<file path="src/rtl/alu_bus_sequencer.sv">
// ----------------------------------------------------------------------------
// alu_bus_sequencer
//
// Bus master for the ALU's shared operand interface. Takes one request
// (A, B, opcode) on a valid/ready handshake, drives the ALU bus through the
// load-A / load-B / execute sequence, captures the ALU result and returns it
// on a valid/ready response port. It is the only driver of the ALU bus.
//
// Optional feature (compile-time macro ALU_SEQ_KEEP_A_EN):
//   When defined, an accepted request with req_keep_a=1 skips LOAD_A if
//   operand A is known to be resident in the ALU. This makes the latency
//   one cycle shorter. When undefined, req_keep_a is ignored.
//
// Parameters:
//   WIDTH        operand/result width
//   OPW          opcode width
//   EXEC_CYCLES  cycles alu_outen is held before result capture (>=1)
//
// Ports:
//   clk, rst_n              clock (rising edge), async active-low reset
//   req_valid/req_ready     request handshake
//   req_a/req_b/req_op      operands and opcode (opcode 7 is rejected)
//   req_keep_a              reuse already-loaded A (feature macro only)
//   resp_valid/resp_ready   response handshake
//   resp_data/resp_err      ALU result (0 on error) and reject flag
//   alu_num                 shared operand bus
//   alu_enin1/alu_enin2     operand register load strobes
//   alu_op/alu_outen        opcode and output enable during execute
//   alu_result              ALU result, valid while alu_outen=1
// ----------------------------------------------------------------------------
module alu_bus_sequencer #(
    parameter int unsigned WIDTH       = 16,
    parameter int unsigned OPW         = 3,
    parameter int unsigned EXEC_CYCLES = 1
) (
    input  logic             clk,
    input  logic             rst_n,
    input  logic             req_valid,
    output logic             req_ready,
    input  logic [WIDTH-1:0] req_a,
    input  logic [WIDTH-1:0] req_b,
    input  logic [OPW-1:0]   req_op,
    input  logic             req_keep_a,
    output logic             resp_valid,
    input  logic             resp_ready,
    output logic [WIDTH-1:0] resp_data,
    output logic             resp_err,
    output logic [WIDTH-1:0] alu_num,
    output logic             alu_enin1,
    output logic             alu_enin2,
    output logic [OPW-1:0]   alu_op,
    output logic             alu_outen,
    input  logic [WIDTH-1:0] alu_result
);

    typedef enum logic [2:0] {
        S_IDLE,
        S_LOAD_A,
        S_LOAD_B,
        S_EXEC,
        S_RESP
    } state_e;

    localparam int unsigned CW = (EXEC_CYCLES > 1) ? $clog2(EXEC_CYCLES) : 1;
    localparam logic [OPW-1:0] OP_REJECT = OPW'(7);

    state_e           state_q;
    logic [CW-1:0]    cnt_q;
    logic [WIDTH-1:0] b_q;
    logic [OPW-1:0]   op_q;
    logic             a_loaded_q;   // ALU operand register 1 holds a known A

    logic             req_ready_q;
    logic             resp_valid_q;
    logic [WIDTH-1:0] resp_data_q;
    logic             resp_err_q;
    logic [WIDTH-1:0] alu_num_q;
    logic             alu_enin1_q;
    logic             alu_enin2_q;
    logic [OPW-1:0]   alu_op_q;
    logic             alu_outen_q;

`ifndef ALU_SEQ_KEEP_A_EN
    // Keep-A port exists for pin compatibility but has no effect here.
    logic unused_keep_a;
    assign unused_keep_a = req_keep_a ^ a_loaded_q;
`endif

    always_ff @(posedge clk or negedge rst_n) begin
        if (!rst_n) begin
            state_q      <= S_IDLE;
            cnt_q        <= '0;
            b_q          <= '0;
            op_q         <= '0;
            a_loaded_q   <= 1'b0;
            req_ready_q  <= 1'b1;
            resp_valid_q <= 1'b0;
            resp_data_q  <= '0;
            resp_err_q   <= 1'b0;
            alu_num_q    <= '0;
            alu_enin1_q  <= 1'b0;
            alu_enin2_q  <= 1'b0;
            alu_op_q     <= '0;
            alu_outen_q  <= 1'b0;
        end else begin
            case (state_q)
                S_IDLE: begin
                    if (req_valid) begin
                        req_ready_q <= 1'b0;
                        b_q         <= req_b;
                        op_q        <= req_op;
                        if (req_op == OP_REJECT) begin
                            // Rejected: straight to response, bus untouched.
                            state_q      <= S_RESP;
                            resp_valid_q <= 1'b1;
                            resp_err_q   <= 1'b1;
                            resp_data_q  <= '0;
                            a_loaded_q   <= 1'b0;
                        end
`ifdef ALU_SEQ_KEEP_A_EN
                        else if (req_keep_a && a_loaded_q) begin
                            state_q     <= S_LOAD_B;
                            alu_num_q   <= req_b;
                            alu_enin2_q <= 1'b1;
                        end
`endif
                        else begin
                            state_q     <= S_LOAD_A;
                            alu_num_q   <= req_a;
                            alu_enin1_q <= 1'b1;
                        end
                    end
                end
                S_LOAD_A: begin
                    state_q     <= S_LOAD_B;
                    alu_num_q   <= b_q;
                    alu_enin1_q <= 1'b0;
                    alu_enin2_q <= 1'b1;
                    a_loaded_q  <= 1'b1;
                end
                S_LOAD_B: begin
                    state_q     <= S_EXEC;
                    alu_num_q   <= '0;
                    alu_enin2_q <= 1'b0;
                    alu_op_q    <= op_q;
                    alu_outen_q <= 1'b1;
                    cnt_q       <= CW'(EXEC_CYCLES - 1);
                end
                S_EXEC: begin
                    if (cnt_q == '0) begin
                        state_q      <= S_RESP;
                        alu_op_q     <= '0;
                        alu_outen_q  <= 1'b0;
                        resp_valid_q <= 1'b1;
                        resp_err_q   <= 1'b0;
                        resp_data_q  <= alu_result;
                    end else begin
                        cnt_q <= cnt_q - CW'(1);
                    end
                end
                S_RESP: begin
                    if (resp_ready) begin
                        state_q      <= S_IDLE;
                        resp_valid_q <= 1'b0;
                        resp_err_q   <= 1'b0;
                        resp_data_q  <= '0;
                        req_ready_q  <= 1'b1;
                    end
                end
                default: begin
                    state_q      <= S_IDLE;
                    req_ready_q  <= 1'b1;
                    resp_valid_q <= 1'b0;
                    resp_err_q   <= 1'b0;
                    resp_data_q  <= '0;
                    alu_num_q    <= '0;
                    alu_enin1_q  <= 1'b0;
                    alu_enin2_q  <= 1'b0;
                    alu_op_q     <= '0;
                    alu_outen_q  <= 1'b0;
                    a_loaded_q   <= 1'b0;
                end
            endcase
        end
    end

    assign req_ready  = req_ready_q;
    assign resp_valid = resp_valid_q;
    assign resp_data  = resp_data_q;
    assign resp_err   = resp_err_q;
    assign alu_num    = alu_num_q;
    assign alu_enin1  = alu_enin1_q;
    assign alu_enin2  = alu_enin2_q;
    assign alu_op     = alu_op_q;
    assign alu_outen  = alu_outen_q;

endmodule

</file>
<file path="config.mk">
export PLATFORM = sky130hd
export DESIGN_NAME = alu_bus_sequencer
export DESIGN_NICKNAME = d
export VERILOG_FILES = /design/src/rtl/alu_bus_sequencer.sv
export SDC_FILE = /design/constraint.sdc
export NUM_CORES = 1
export LEC_CHECK = 0
export BUFFER_PORTS_ARGS = -buffer_cell sky130_fd_sc_hd__buf_2
export CORE_MARGIN = 3
export CORE_UTILIZATION = 35
export DETAILED_ROUTE_END_ITERATION = 7
export GPL_ROUTABILITY_DRIVEN = 0
export PLACE_DENSITY = 0.7
export SYNTH_ARGS = -nofsm -noshare
export SYNTH_HDL_FRONTEND = slang
export SYNTH_SLANG_ARGS = --single-unit
</file>
<file path="constraint.sdc">
create_clock -name clk -period 2.2 [get_ports clk]
set_input_delay 0.22 -clock clk [delete_from_list [all_inputs] [get_ports clk]]
set_output_delay 0.22 -clock clk [all_outputs]
set_load 0.03 [all_outputs]
</file>
Word level (Yosys, flattened, before mapping):

Index checks and enable logic that the tools add are counted.

* add/subtract/negate cells: 1
* equal/unequal tests: 10
* multiplexer cells: 32
* bitwise gates (word level): 5
* reductions and logical operators: 15

Operator list (number)
* $mux 16: 6
* $pmux 16 s4: 1
* $pmux 16 s3: 1
* $mux 3: 5
* $pmux 3 s5: 1
* $reduce_and 3->1: 4
* $reduce_or 3->1: 4
* $mux 1: 10
* $ne 2x2->1 const B: 5
* $pmux 3 s3: 1
* $pmux 1 s4: 2
* $eq 3x2->1 const B: 2
* $eq 3x3->1 const B: 2
* $pmux 1 s2: 3
* $pmux 1 s3: 2
* $not 1->1: 5
* $reduce_and 5->1: 1
* $reduce_and 2->1: 2
* $reduce_or 2->1: 2
* $eq 3x1->1 const B: 1
* $logic_not 3->1: 1
* $reduce_bool 2->1: 1
* $sub 1x1->1 const B: 1

* register bits: 64
* word-level logic and storage cells: 76

Longest topological paths before layout:

* depth after elaboration: 4
* mapped depth: 6

Worst setup path after synthesis:

Ideal clock, no wire load.

* kind: register -> register
* start: register state_q[2]
* end: register alu_num_q[10], in the netlist alu_num[10]
* arrival time: 1.596 ns
* slack: 0.479 ns
* cell stages (with the launch flop): 6
* buffers on the path: 2
* cells stage by stage: dfrtp_1 > buf_6 > nand2b_1 > a221oi_4 > buf_12 > mux2_4

* word-level cells in the longest chain between the ends: 4
* elaborated cells between the ends (all ways): 10

RTL lines
* start: declaration: line 67 `state_e state_q;`
* start signal: assignment: line 91 `state_q <= S_IDLE;`
* start signal: assignment: line 114 `state_q <= S_RESP;`
* start signal: assignment: line 128 `state_q <= S_LOAD_A;`
* $eq 3x3->1 / $eq 3x2->1 (equally long branches)
* $reduce_or 2->1 (no source line)
* $not 1->1 (no source line)
* $reduce_and 3->1 (no source line)
* end signal: assignment: line 129 `alu_num_q <= req_a;`
* end signal: assignment: line 136 `alu_num_q <= b_q;`
* end: declaration: line 77 `logic [WIDTH-1:0] alu_num_q;`

Several ways; a longest one is shown, not always the timed one.
A chain may end at the register's enable or synchronous reset.

Worst setup path in the final report:

* start: register state_q[1]
* end: register alu_num_q[2], in the netlist alu_num[2]

Same word-level chain as after synthesis.

==> metrics.csv <==
metric,value,unit
crit_buf_inv,1,
hpwl,4.44,mm
endpoint_kind,flop,
dp.cells,397,
viasPerCell,4.81,
insertion_delay,0.33,ns
synth_area_leader_cell,dfrtp_1,
avgSynthCellArea,13.3,um^2
cp_max_fo,16,
ys_seq_area_share,56.5,%
worstMarginPinSlew,0.777,ns
yosys_warnings,0,
yosys_register_bits,63,
grt_util_all_layers,14.7,%
dr.pass1.iters,4,
diodes,0,
critPathMaxStageDelay,0.66,ns
grt_pass1_wl,10.0,mm
critPathSlowestCell,dfrtp_1,
p_comb_share,50.7,%
switching_share,41.0,%
critical_path_required,2.42,ns
fin_worst_skew,0.00737,ns
clockRootBuffer,clkbuf_8,
area_growth,27.0,%
stdcell_count,413,
io_buffers,95,
syn_nets,266,
core_area,7490,um^2
cts_buffers,9,
grt_max_degree,25,
rsz0062_at_grt,no,
die_width,95.3,um
cts.path.max_buffers,2,
power_switching,2380,uW
start_util,37.3,%
crit_family,flip-flops,
synthCells,210,
pre_cts_slack,0.265,ns
clkSlewWorstSetupHoldPaths,0.07,ns
drv_cap,0,
num_rows,31,
wirelength,6.23,mm
irDropWorstVdd,0.540,mV
fill_cells,711,
power_density,1640,nW/um^2
gr-total-overflow,0,
worstPathArrival,2.15,ns
synth_area_leaders,"dfrtp_1 56%, mux2_2 10%, mux2i_1 5.7%",
io_pins,97,
synth_top_area_share,55.6,%
p_seq_share,34.6,%
cts_tree,yes,
clockPowerShare,14.7,%
ant_nets,0,
yosysUniqueCellTypes,37,
antenna_found_initial,0,
clock_sinks,63,
fin_tns_setup,0,ns
crit_type,reg2reg,
power,5800,uW
final-hold-violation-count,0,
min_period,1.93,ns
nNetsFinal,366,
layout_commonest_cell,buf_2,
drv_slew,0,
wl_per_cell,15.1,um
start_kind,flop,
max_freq,518,MHz
synth_area,2790,um^2
power.leakage,0.00179,uW
via_count,1985,
intPower,3420,uW
layout_common_cells,"95 x buf_2, 62 x dfrtp_1, 25 x mux2_2",
first_global_vias,1987,
drt_iter0_drc,64,
die_h,95.3,um
fin_ws,0.268,ns
status,"finished, final reports clean",
cts_setup_buffers,0,
min_path_type,in2reg,
cts_max_level,3,
dieArea,9080,um^2
drcViolationCount,0,
setup_violations,0,
maxSlewHeadroom,48.1,%
drive_gt1_share,50.6,%
fin_crit_sh,87.8,%
cp_cell_sequence,nor2_2 > a221oi_4 > buf_12 > mux2_2,
==> kinds of logic after synthesis <==
kind of cell / count (synthesis) / share of synthesized area (%)
mux: 51 / 21.2
xor+xnor: 1 / 0.314
compound gates: 39 / 11.3
flops: 63 / 56.5
buf+inv: 18 / 3.99
simple gates: 38 / 6.68
==> final cells by class <==
cell class,count,area [um^2],share of cell area (%)
clock buffer,11,141,3.99
tap,99,124,3.49
multi-input combinational,129,1110,31.3
inverter,3,11.3,0.318
timing repair buffer,104,558,15.7
sequential,63,1580,44.5
clock inverter,4,22.5,0.635
==> metrics by stage <==
step / utilization [%] / area, um^2 / hold WS (ns)
finish: 47.4 / 3540 / 0.100
global route: 47.4 / 3540 / 0.0770
CTS: 47.4 / 3540 / 0.0839
detailed placement: 45.0 / 3370 / 0.162
global placement: 45.0 / 3370 / 0.165
floorplan: - / 2790 / -0.0756
==> path summary, 6_finish.rpt <==
kind / start / to / slack, ns / cells after the start
hold reg to reg: req_ready / req_ready / 0.48 / 2
setup / recovery: state_q[1] / alu_num[2] / 0.27 / 4
min in group asynchronous: rst_n / resp_err / 0.33 / 2
max in group asynchronous: rst_n / resp_data[0] / 1.21 / 3
setup reg to reg: state_q[1] / alu_num[2] / 0.27 / 4
hold / removal: alu_result[11] / resp_data[11] / 0.1 / 2
==> Yosys cell counts (all sizes together) <==
master and count:
xnor2 1, and2 1, or2 1, nand2 6, a2bb2oi 2, nor2 20, a31oi 3, and3b 1
dfstp 1, nor3 3, o2bb2ai 1, clkbuf 5, a22o 16, a32o 1, a22oi 3, buf 10
dfrtp 62, inv 3, o21ai 7, mux2 35, and3 1, nor2b 1, a32oi 1, mux2i 16
nor4b 1, nand2b 2, a221oi 1, a21oi 4, nand3 1
==> flip-flops by register name, summed over array words and instances (netlist names) <==
| signal | flops |
|---|---|
| alu_enin2 | 1 |
| alu_num | 16 |
| resp_data | 16 |
| alu_outen | 1 |
| op_q | 3 |
| alu_op | 3 |
| alu_enin1 | 1 |
| state_q | 3 |
| resp_valid | 1 |
| resp_err | 1 |
| req_ready | 1 |
| b_q | 16 |
==> worst reg2reg max path, stage by stage (launching register included) <==
cell and delay (ns):
dfrtp_1 0.66, nor2_2 0.22, a221oi_4 0.36, buf_12 0.21, mux2_2 0.36
==> routing by layer <==
layer / wire (um) / GRT usage (%) / vias to the layer above / part of all wire (%)
met1: 2800 / 19.1 / 969 / 45
met4: 88 / 6.85 / 0 / 1.4
met3: 374 / 4.50 / 7 / 6.0
met5: 0 / 0 / - / 0
li1: - / - / 952 / -
met2: 2960 / 22.5 / 57 / 48
==> power by group through the flow <==
| stage | clock, uW | combinational (uW) | sequential [uW] |
|---|---|---|---|
| 2_1_floorplan | 0 | 1780 | 2510 |
| 3_3_place_gp | 0 | 2900 | 2010 |
| 3_5_place_dp | 0 | 2980 | 2030 |
| 4_1_cts | 887 | 2980 | 2020 |
| 5_1_grt | 944 | 3190 | 2090 |
| 6_report | 852 | 2940 | 2010 |
==> repair_timing <==
action                                 in CTS  in global routing
hold buffers                                1                  0
endpoints found under the hold margin      14                  0
setup endpoints to repair                   0                  0
resized for setup                           0                  0
Power figures use the tool's default switching activity.
